<file path="config.mk">
export PLATFORM = sky130hd
export DESIGN_NAME = inst_aligner
export DESIGN_NICKNAME = d
export VERILOG_FILES = /design/src/rtl/eei_pkg.sv /design/src/rtl/halfword_fifo.sv /design/src/rtl/inst_aligner.sv
export SDC_FILE = /design/constraint.sdc
export NUM_CORES = 1
export LEC_CHECK = 0
export CAP_MARGIN = 30
export CORE_ASPECT_RATIO = 1.2
export CORE_MARGIN = 2
export CORE_UTILIZATION = 35
export DETAILED_ROUTE_END_ITERATION = 7
export PLACE_DENSITY_LB_ADDON = 0.08
export RECOVER_POWER = 50
export SLEW_MARGIN = 25
export SYNTH_ARGS = -nofsm -noshare
export SYNTH_HDL_FRONTEND = slang
export SYNTH_SLANG_ARGS = --single-unit
</file>
<file path="constraint.sdc">
create_clock -name clk -period 12.6 [get_ports clk]
set_input_delay 1.89 -clock clk [delete_from_list [all_inputs] [get_ports clk]]
set_output_delay 1.89 -clock clk [all_outputs]
set_load 0.01 [all_outputs]
</file>
<file path="src/rtl/eei_pkg.sv">
// Shared execution-environment types for the fetch and decode front end.
// Holds machine width, address/instruction types and aligner sizing.
package eei;

    localparam int XLEN = 32;

    typedef logic [XLEN-1:0] Addr;
    typedef logic [31:0]     Inst;
    typedef logic [15:0]     HalfWord;

    localparam int ALIGN_BUF_HW = 4;

endpackage

</file>
<file path="src/rtl/halfword_fifo.sv">
// Shifting halfword queue: 0..2 pops and 0..2 pushes per cycle.
// Pops shift the queue first; pushes append after the surviving entries.
module halfword_fifo
    import eei::*;
#(
    parameter int DEPTH = ALIGN_BUF_HW,
    localparam int CW = $clog2(DEPTH + 1)
) (
    input  logic          clk,
    input  logic          rst,
    input  logic          clr,
    input  logic [1:0]    push_n,
    input  HalfWord       push_a,
    input  HalfWord       push_b,
    input  logic [1:0]    pop_n,
    output HalfWord       head0,
    output HalfWord       head1,
    output logic [CW-1:0] count
);

    HalfWord q     [DEPTH];
    HalfWord q_nxt [DEPTH];
    int      base;
    int      cnt_nxt;

    always_comb begin
        base    = int'(count) - int'(pop_n);
        cnt_nxt = base + int'(push_n);
        for (int i = 0; i < DEPTH; i++) begin
            q_nxt[i] = '0;
            for (int j = 0; j < DEPTH; j++) begin
                if (j == i + int'(pop_n)) q_nxt[i] = q[j];
            end
            if (push_n != 2'd0 && i == base) q_nxt[i] = push_a;
            if (push_n == 2'd2 && i == base + 1) q_nxt[i] = push_b;
        end
    end

    always_ff @(posedge clk or posedge rst) begin
        if (rst) begin
            count <= '0;
            for (int i = 0; i < DEPTH; i++) q[i] <= '0;
        end else if (clr) begin
            count <= '0;
        end else begin
            count <= CW'(cnt_nxt);
            q     <= q_nxt;
        end
    end

    always_ff @(posedge clk) begin
        if (!rst && !clr) begin
            assert (cnt_nxt >= 0 && cnt_nxt <= DEPTH);
        end
    end

    assign head0 = q[0];
    assign head1 = q[1];

endmodule

</file>
<file path="src/rtl/inst_aligner.sv">
// Slices in-order fetch words into one RVC or 32-bit instruction per transfer.
// Tracks instruction PC and the next expected fetch address; drops stale words.
module inst_aligner
    import eei::*;
#(
    parameter Addr RESET_PC = '0,
    parameter int  BUF_HW   = ALIGN_BUF_HW
) (
    input  logic    clk,
    input  logic    rst,
    input  logic    flush,
    input  Addr     flush_pc,
    input  logic    fetch_valid,
    output logic    fetch_ready,
    input  Addr     fetch_addr,
    input  Inst     fetch_data,
    output logic    out_valid,
    input  logic    out_ready,
    output Addr     out_pc,
    output Inst     out_bits,
    output logic    out_is_rvc
);

    localparam int CW = $clog2(BUF_HW + 1);

    Addr           cur_pc;
    Addr           exp_addr;
    logic          drop_lo;
    logic [CW-1:0] count;
    HalfWord       head0;
    HalfWord       head1;
    logic          head_rvc;
    logic          addr_ok;
    logic          push_fire;
    logic          pop_fire;
    logic [1:0]    push_n;
    logic [1:0]    pop_n;
    HalfWord       push_a;
    HalfWord       push_b;

    assign head_rvc  = head0[1:0] != 2'b11;
    assign addr_ok   = fetch_addr == exp_addr;
    // Stale words are always accepted so a redirect never stalls on them.
    assign fetch_ready = (BUF_HW - int'(count) >= 2) || !addr_ok;
    assign push_fire = fetch_valid && fetch_ready && addr_ok && !flush;

    assign out_valid  = !flush && (count >= CW'(2) ||
                        (count == CW'(1) && head_rvc));
    assign pop_fire   = out_valid && out_ready;
    assign out_bits   = head_rvc ? {16'b0, head0} : {head1, head0};
    assign out_is_rvc = head_rvc;
    assign out_pc     = cur_pc;

    always_comb begin
        push_n = 2'd0;
        push_a = fetch_data[15:0];
        push_b = fetch_data[31:16];
        if (push_fire) begin
            if (drop_lo) begin
                push_n = 2'd1;
                push_a = fetch_data[31:16];
            end else begin
                push_n = 2'd2;
            end
        end
        pop_n = pop_fire ? (head_rvc ? 2'd1 : 2'd2) : 2'd0;
    end

    halfword_fifo #(
        .DEPTH (BUF_HW)
    ) u_fifo (
        .clk    (clk),
        .rst    (rst),
        .clr    (flush),
        .push_n (push_n),
        .push_a (push_a),
        .push_b (push_b),
        .pop_n  (pop_n),
        .head0  (head0),
        .head1  (head1),
        .count  (count)
    );

    always_ff @(posedge clk or posedge rst) begin
        if (rst) begin
            cur_pc   <= RESET_PC;
            exp_addr <= {RESET_PC[XLEN-1:2], 2'b00};
            drop_lo  <= RESET_PC[1];
        end else if (flush) begin
            cur_pc   <= flush_pc;
            exp_addr <= {flush_pc[XLEN-1:2], 2'b00};
            drop_lo  <= flush_pc[1];
        end else begin
            if (pop_fire) begin
                cur_pc <= cur_pc + (head_rvc ? Addr'(2) : Addr'(4));
            end
            if (push_fire) begin
                exp_addr <= exp_addr + Addr'(4);
                drop_lo  <= 1'b0;
            end
        end
    end

endmodule

</file>
==> impl_metrics.py, run 1 <==
metrics = {
    "synthesis": {
        "ys_ff_latch": 130,
        "synthTopCellsByArea": "dfrtp_1, xor2_1, a21oi_1, nor2_1, nand2_1",
        "netlist_area_mm2": 0.00901,
        "synth_area_per_cell_um2": 8.80,
        "ys_seq_area_frac": 0.361,
        "yosysWarnings": 0,
        "postSynthNetCount": 1137,
        "synth_common_cells": "dfrtp_1, nor2_1, nand2_1, a21oi_1, inv_1",
        "synth-edff-count": 0,
        "netlist.area_leader.share": 0.361,
        "synthFlopType": "dfrtp_1",
        "yosysTopAreaCell": "dfrtp_1",
        "yosysMostFrequentCell": "dfrtp_1",
        "async_reset_ff_frac": 1.00,
        "syn_inst": 1024,
        "synth_cell_type_count": 76,
    },
    "cts": {
        "cts_hold_buf": 0,
        "ctsRootBufferMaster": "clkbuf_16",
        "htreeDepth": 4,
        "cts.sinks": 130,
        "cts_tree": "yes",
        "clk_pin_slew_ns": 0.07,
        "clock_path_buffers": 2,
        "cts_resized": 0,
        "postCtsSetupRepairBufs": 0,
        "clk_latency_ns": 0.43,
        "cts_made_buffers": 17,
    },
    "run_status": {
        "violations": "max-capacitance violations, max-slew violations",
        "status": "complete, but fails checks",
    },
    "final_layout": {
        "diodes": 0,
        "drive_gt1_frac": 0.0773,
        "fillers": 2559,
        "final_core_util": 0.449,
        "syn2layout_area_growth_pct": 26.5,
        "nNetsFinal": 1252,
        "stdcell_area_mm2": 0.0114,
    },
    "floorplanning": {
        "ios": 168,
        "start_util": 0.355,
        "die_w_um": 150,
        "die_area_mm2": 0.0270,
        "core_area_mm2": 0.0254,
        "row_count": 64,
        "die_h_um": 180,
    },
    "setup_path": {
        "slowest_stage": "clkbuf_1",
        "start_kind": "primary input",
        "crit_path_max_fanout": 74,
        "crit_type": "in -> reg",
        "cp_common_cell": "clkbuf_1",
        "end_kind": "flop",
        "path_cells": "buf_2 > clkbuf_1 > clkinv_1 > clkbuf_1 > nand2_1 > nor2_2 > and3_1 > ha_1 > fa_1 > nor2b_1",
        "crit_end": "u_fifo.count[1]$_DFF_PP0_",
        "timing.rr.end": "u_fifo.head0[13]$_DFFE_PP0P_",
        "required_ns": 12.77,
        "reg2reg_slack_ns": 7.00,
        "worstPathArrival_ns": 8.60,
        "critPathLaunch": "flush",
        "reg2reg_depth": 13,
        "critPathMaxStageDelay_ns": 2.78,
        "rr_startpoint": "u_fifo.count[1]$_DFF_PP0_",
    },
    "sta": {
        "period_needed_ns": 8.43,
        "min_period_over_period": 0.669,
        "tightest_slew_ns": 3.90,
        "finalSetupViolations": 0,
        "max_slew_margin": -1.60,
        "final-hold-violation-count": 0,
        "max_freq_mhz": 119,
        "rsz0062_at_grt": "false",
        "finClkSkew_ns": 0.0123,
        "tns_ns": 0,
        "slew_viol_final": 265,
    },
    "drt": {
        "viasPerCell": 5.80,
        "vias": 8593,
        "wire_per_inst_um": 21.7,
        "ant_nets": 0,
        "dr.pass1.iters": 5,
        "drc_errors": 0,
        "first_iter_violations": 645,
        "wl_mm": 32.1,
    },
    "global_route": {
        "grt_pass1_wl_mm": 49.9,
        "antenna_found_initial": 0,
        "gr-total-overflow": 0,
        "grt_pass1_vias": 8675,
        "grt_max_degree": 75,
        "grt_usage": 0.238,
    },
    "worst_hold_path": {
        "min_path_type": "reg -> reg",
    },
    "flow_run": {
        "maxCapViolations": 4,
    },
    "pwr": {
        "pwr_density_cell_mw_per_mm2": 157,
        "p_leak_uw": 0.00451,
        "max-vdd-ir-drop_mv": 0.104,
    },
    "placed_design": {
        "dpl.hpwl_mm": 21.6,
        "gp_congestion": 0.842,
        "placedInstanceArea_mm2": 0.0108,
        "io_buffers": 167,
    },
}
-- per-layer routing --
layer  share of wire  vias up  global-route usage
met2            0.49      354               0.391
met4           0.025        0              0.0860
met5               0        -                   0
met3           0.065       44              0.0345
li1                -     4005                   -
met1            0.42     4190               0.317
-- report_power, final --
group          leakage (µW)  total [µW]  internal (µW)  switching, µW
registers           0.00151         648            538            109
clock network      0.000290         524            314            211
logic               0.00271         621            292            329
-- cells in the final DEF (no fill, tap or decap), drive strengths merged, types with 13 or more instances in the layout --
cell type and instances:
dfrtp 130, clkdlybuf4s50 119, nor2 80, nand2 76, inv 65, a21oi 63, dlygate4sd3 47, xor2 40
nor4 40, o22ai 38, nand3 28, a211oi 28, nand4 27, xnor2 24, a31oi 20, clkbuf 20
o31a 19, o21ai 18, mux2 18, mux2i 17, a22oi 16, a21boi 16, and3 16, nand2b 15
nor3 15, o211ai 14, o211a 13, buf 13
-- flip-flops by register name, summed over array words and instances (netlist names) --
register	flops
u_fifo.count	3
u_fifo.q	32
u_fifo.head0	16
drop_lo	1
out_pc	32
u_fifo.head1	16
exp_addr	30
-- logic make-up after synthesis --
group,after synthesis,synth area share
buffers and inverters,150,0.0801
muxes,35,0.0414
DFF,130,0.361
AOI/OAI and AO/OA,294,0.229
adders and majority gates,12,0.0192
xor gates and xnor gates,64,0.0622
and+or+nand+nor,339,0.207
-- metrics by stage --
step	cells	hold WS, ns	setup slack [ns]	total power [µW]
after floorplan	1024	0.495	7.24	1050
after global placement	1445	0.490	5.07	1280
after detailed placement	1449	0.499	5.54	1290
after CTS	1481	0.515	5.94	1820
after global routing	1482	0.521	3.68	1900
final	1482	0.503	4.17	1790
-- critical path, delay by kind of cell --
kind | cells | cell delay (ns)
adder cells (fa/ha/maj) | 2 | 0.61
buffers and inverters | 4 | 4.26
AND/OR/NAND/NOR | 4 | 1.79
-- worst min-delay path by stage --
stage                     slack, ns                      endpoint  depth (start not counted)                          from
after floorplan                0.49  u_fifo.head1[10]$_DFFE_PP0P_                          1  u_fifo.head1[10]$_DFFE_PP0P_
after global placement         0.49         out_pc[0]$_DFFE_PP0P_                          1         out_pc[0]$_DFFE_PP0P_
after detailed placement       0.50         out_pc[0]$_DFFE_PP0P_                          1         out_pc[0]$_DFFE_PP0P_
after CTS                      0.51         out_pc[0]$_DFFE_PP0P_                          1         out_pc[0]$_DFFE_PP0P_
after global routing           0.52         out_pc[0]$_DFFE_PP0P_                          1         out_pc[0]$_DFFE_PP0P_
final                          0.50         out_pc[0]$_DFFE_PP0P_                          1         out_pc[0]$_DFFE_PP0P_
-- area by class of cell --
cell class                 instances  area (µm²)  area share
clock buffer                      17         425      0.0373
clock inverter                    15         184      0.0161
inverter                          64         241      0.0212
multi-input combinational        744        5090       0.446
sequential                       130        3250       0.285
tap                              330         413      0.0362
timing repair buffer             182        1790       0.157
Note: power is estimated with default switching activity, not from simulation.
==> run 2: changes to the inputs <==
Clock period 12.6 ns to 7.1 ns, I/O delays scaled along.
==> impl_metrics.py, run 2 (synthesis gave the netlist of run 1 again) <==
metrics = {
    "run_status": {
        "status": "complete, but fails checks",
        "violations": "max-capacitance violations, max-slew violations",
    },
    "sta": {
        "slew_viol_final": 96,
        "max_slew_margin": -0.968,
        "rsz0062_at_grt": "false",
        "period_needed_ns": 5.69,
        "tightest_slew_ns": 2.95,
        "tns_ns": 0,
        "finalSetupViolations": 0,
        "final-hold-violation-count": 0,
        "finClkSkew_ns": 0.0130,
        "setup_ws_ns": 1.41,
        "max_freq_mhz": 176,
        "min_period_over_period": 0.802,
    },
    "drt": {
        "dr.pass1.iters": 6,
        "wire_per_inst_um": 21.2,
        "vias": 8562,
        "wl_met3_mm": 2.04,
        "ant_nets": 0,
        "viasPerCell": 5.76,
        "routed.top_layer": "met4",
        "met2_length_mm": 15.3,
        "wl_mm": 31.6,
        "drc_errors": 0,
        "drt-met1-wl_mm": 13.4,
        "first_iter_violations": 560,
    },
    "placed_design": {
        "dpl.hpwl_mm": 21.7,
        "gp_congestion": 0.818,
        "dp_slack_ns": 1.82,
        "io_buffers": 167,
    },
    "setup_path": {
        "reg2reg_depth": 14,
        "start_kind": "primary input",
        "end_kind": "flop",
        "crit_path_max_fanout": 55,
        "reg2reg_slack_ns": 2.51,
        "timing.rr.end": "u_fifo.head1[1]$_DFFE_PP0P_",
        "crit_type": "in -> reg",
        "worstPathArrival_ns": 5.99,
        "rr_startpoint": "u_fifo.count[1]$_DFF_PP0_",
        "required_ns": 7.40,
    },
    "worst_hold_path": {
        "min_from": "out_pc[0]$_DFFE_PP0P_",
        "min_path_type": "reg -> reg",
        "holdPathEnd": "out_pc[0]$_DFFE_PP0P_",
        "worstHoldPathCells": 1,
    },
    "cts": {
        "cts_made_buffers": 17,
        "htreeDepth": 4,
        "clk_latency_ns": 0.42,
        "cts_resized": 0,
        "ctsRootBufferMaster": "clkbuf_16",
        "clock_path_buffers": 2,
        "cts_tree": "yes",
        "cts_hold_buf": 0,
        "postCtsSetupRepairBufs": 0,
        "cts.sinks": 130,
        "clk_pin_slew_ns": 0.07,
    },
    "pwr": {
        "pwr_density_cell_mw_per_mm2": 278,
        "p_leak_uw": 0.00454,
        "max-vdd-ir-drop_mv": 0.170,
    },
    "global_route": {
        "antenna_found_initial": 0,
        "grt_pass1_wl_mm": 49.7,
        "grt_pass1_vias": 8668,
        "grt_usage": 0.237,
        "grt_max_degree": 93,
        "gr-total-overflow": 0,
    },
    "floorplanning": {
        "die_h_um": 180,
        "die_area_mm2": 0.0270,
        "row_count": 64,
        "die_w_um": 150,
        "start_util": 0.355,
        "ios": 168,
        "core_area_mm2": 0.0254,
    },
    "final_layout": {
        "final_common_cell": "clkdlybuf4s50_1",
        "syn2layout_area_growth_pct": 26.8,
        "drive_gt1_frac": 0.0804,
        "nNetsFinal": 1258,
        "final_cell_mix": "clkdlybuf4s50_1, dfrtp_1, nor2_1",
        "diodes": 0,
    },
    "flow_run": {
        "maxCapViolations": 2,
    },
}
-- run 2: cell count changes in the layout (fill, tap and decap cells not counted), moves of 2 or more --
cell and change:
clkinvlp_4 +2, clkbuf_8 +2, clkdlybuf4s50_1 +15, inv_6 -3, dlygate4sd3_1 -15, buf_8 -2
buf_4 +8
-- run 2: per-layer routing --
layer  global-route usage  vias up
met5                    0        -
met4               0.0857        0
met3               0.0355       43
met2                0.383      362
met1                0.319     4124
li1                     -     4033
-- run 2: layout make-up --
class	instances	area, µm²
Inverter	64	241
Multi-Input combinational cell	744	5070
Sequential cell	130	3250
Timing Repair Buffer	188	1840
Tap cell	330	413
Fill cell	2540	14000
Clock inverter	12	159
Clock buffer	19	453
-- run 2: where the power goes --
group | leakage (µW) | switching [µW] | internal [µW] | total, µW
Sequential | 0.00151 | 190 | 954 | 1140
Clock | 0.000283 | 362 | 570 | 932
Combinational | 0.00274 | 582 | 518 | 1100
-- run 2: how the worst max path moves through the flow --
stage	start	end	slack (ns)
CTS	out_ready	u_fifo.head1[1]$_DFFE_PP0P_	2.26
global placement	out_ready	u_fifo.head1[9]$_DFFE_PP0P_	1.88
floorplan	rst	drop_lo$_DFFE_PP0N_	2.57
finish	flush	u_fifo.head1[1]$_DFFE_PP0P_	1.41
detailed placement	out_ready	u_fifo.head1[1]$_DFFE_PP0P_	1.82
global route	flush	u_fifo.head1[1]$_DFFE_PP0P_	1.05
-- run 2: worst max-delay path: stages --
cell      delay, ns
clkbuf_1       0.15
clkbuf_1       2.11
a211oi_4          0
nand2_1        0.25
fa_1           0.30
nor2b_1        0.17
a21bo_2        0.25
a21oi_1        0.23
and4_1         0.61
o21ai_2        0.37
a221o_1        0.46
-- run 2: stage by stage --
step	util	power, µW	cells	area, µm²	hold slack (ns)
finish	0.450	3180	1487	11400	0.499
global route	0.450	3380	1487	11400	0.535
CTS	0.449	3220	1484	11400	0.510
detailed placement	0.425	2280	1453	10800	0.497
global placement	0.424	2270	1452	10800	0.491
floorplan	-	1860	1024	9010	0.495
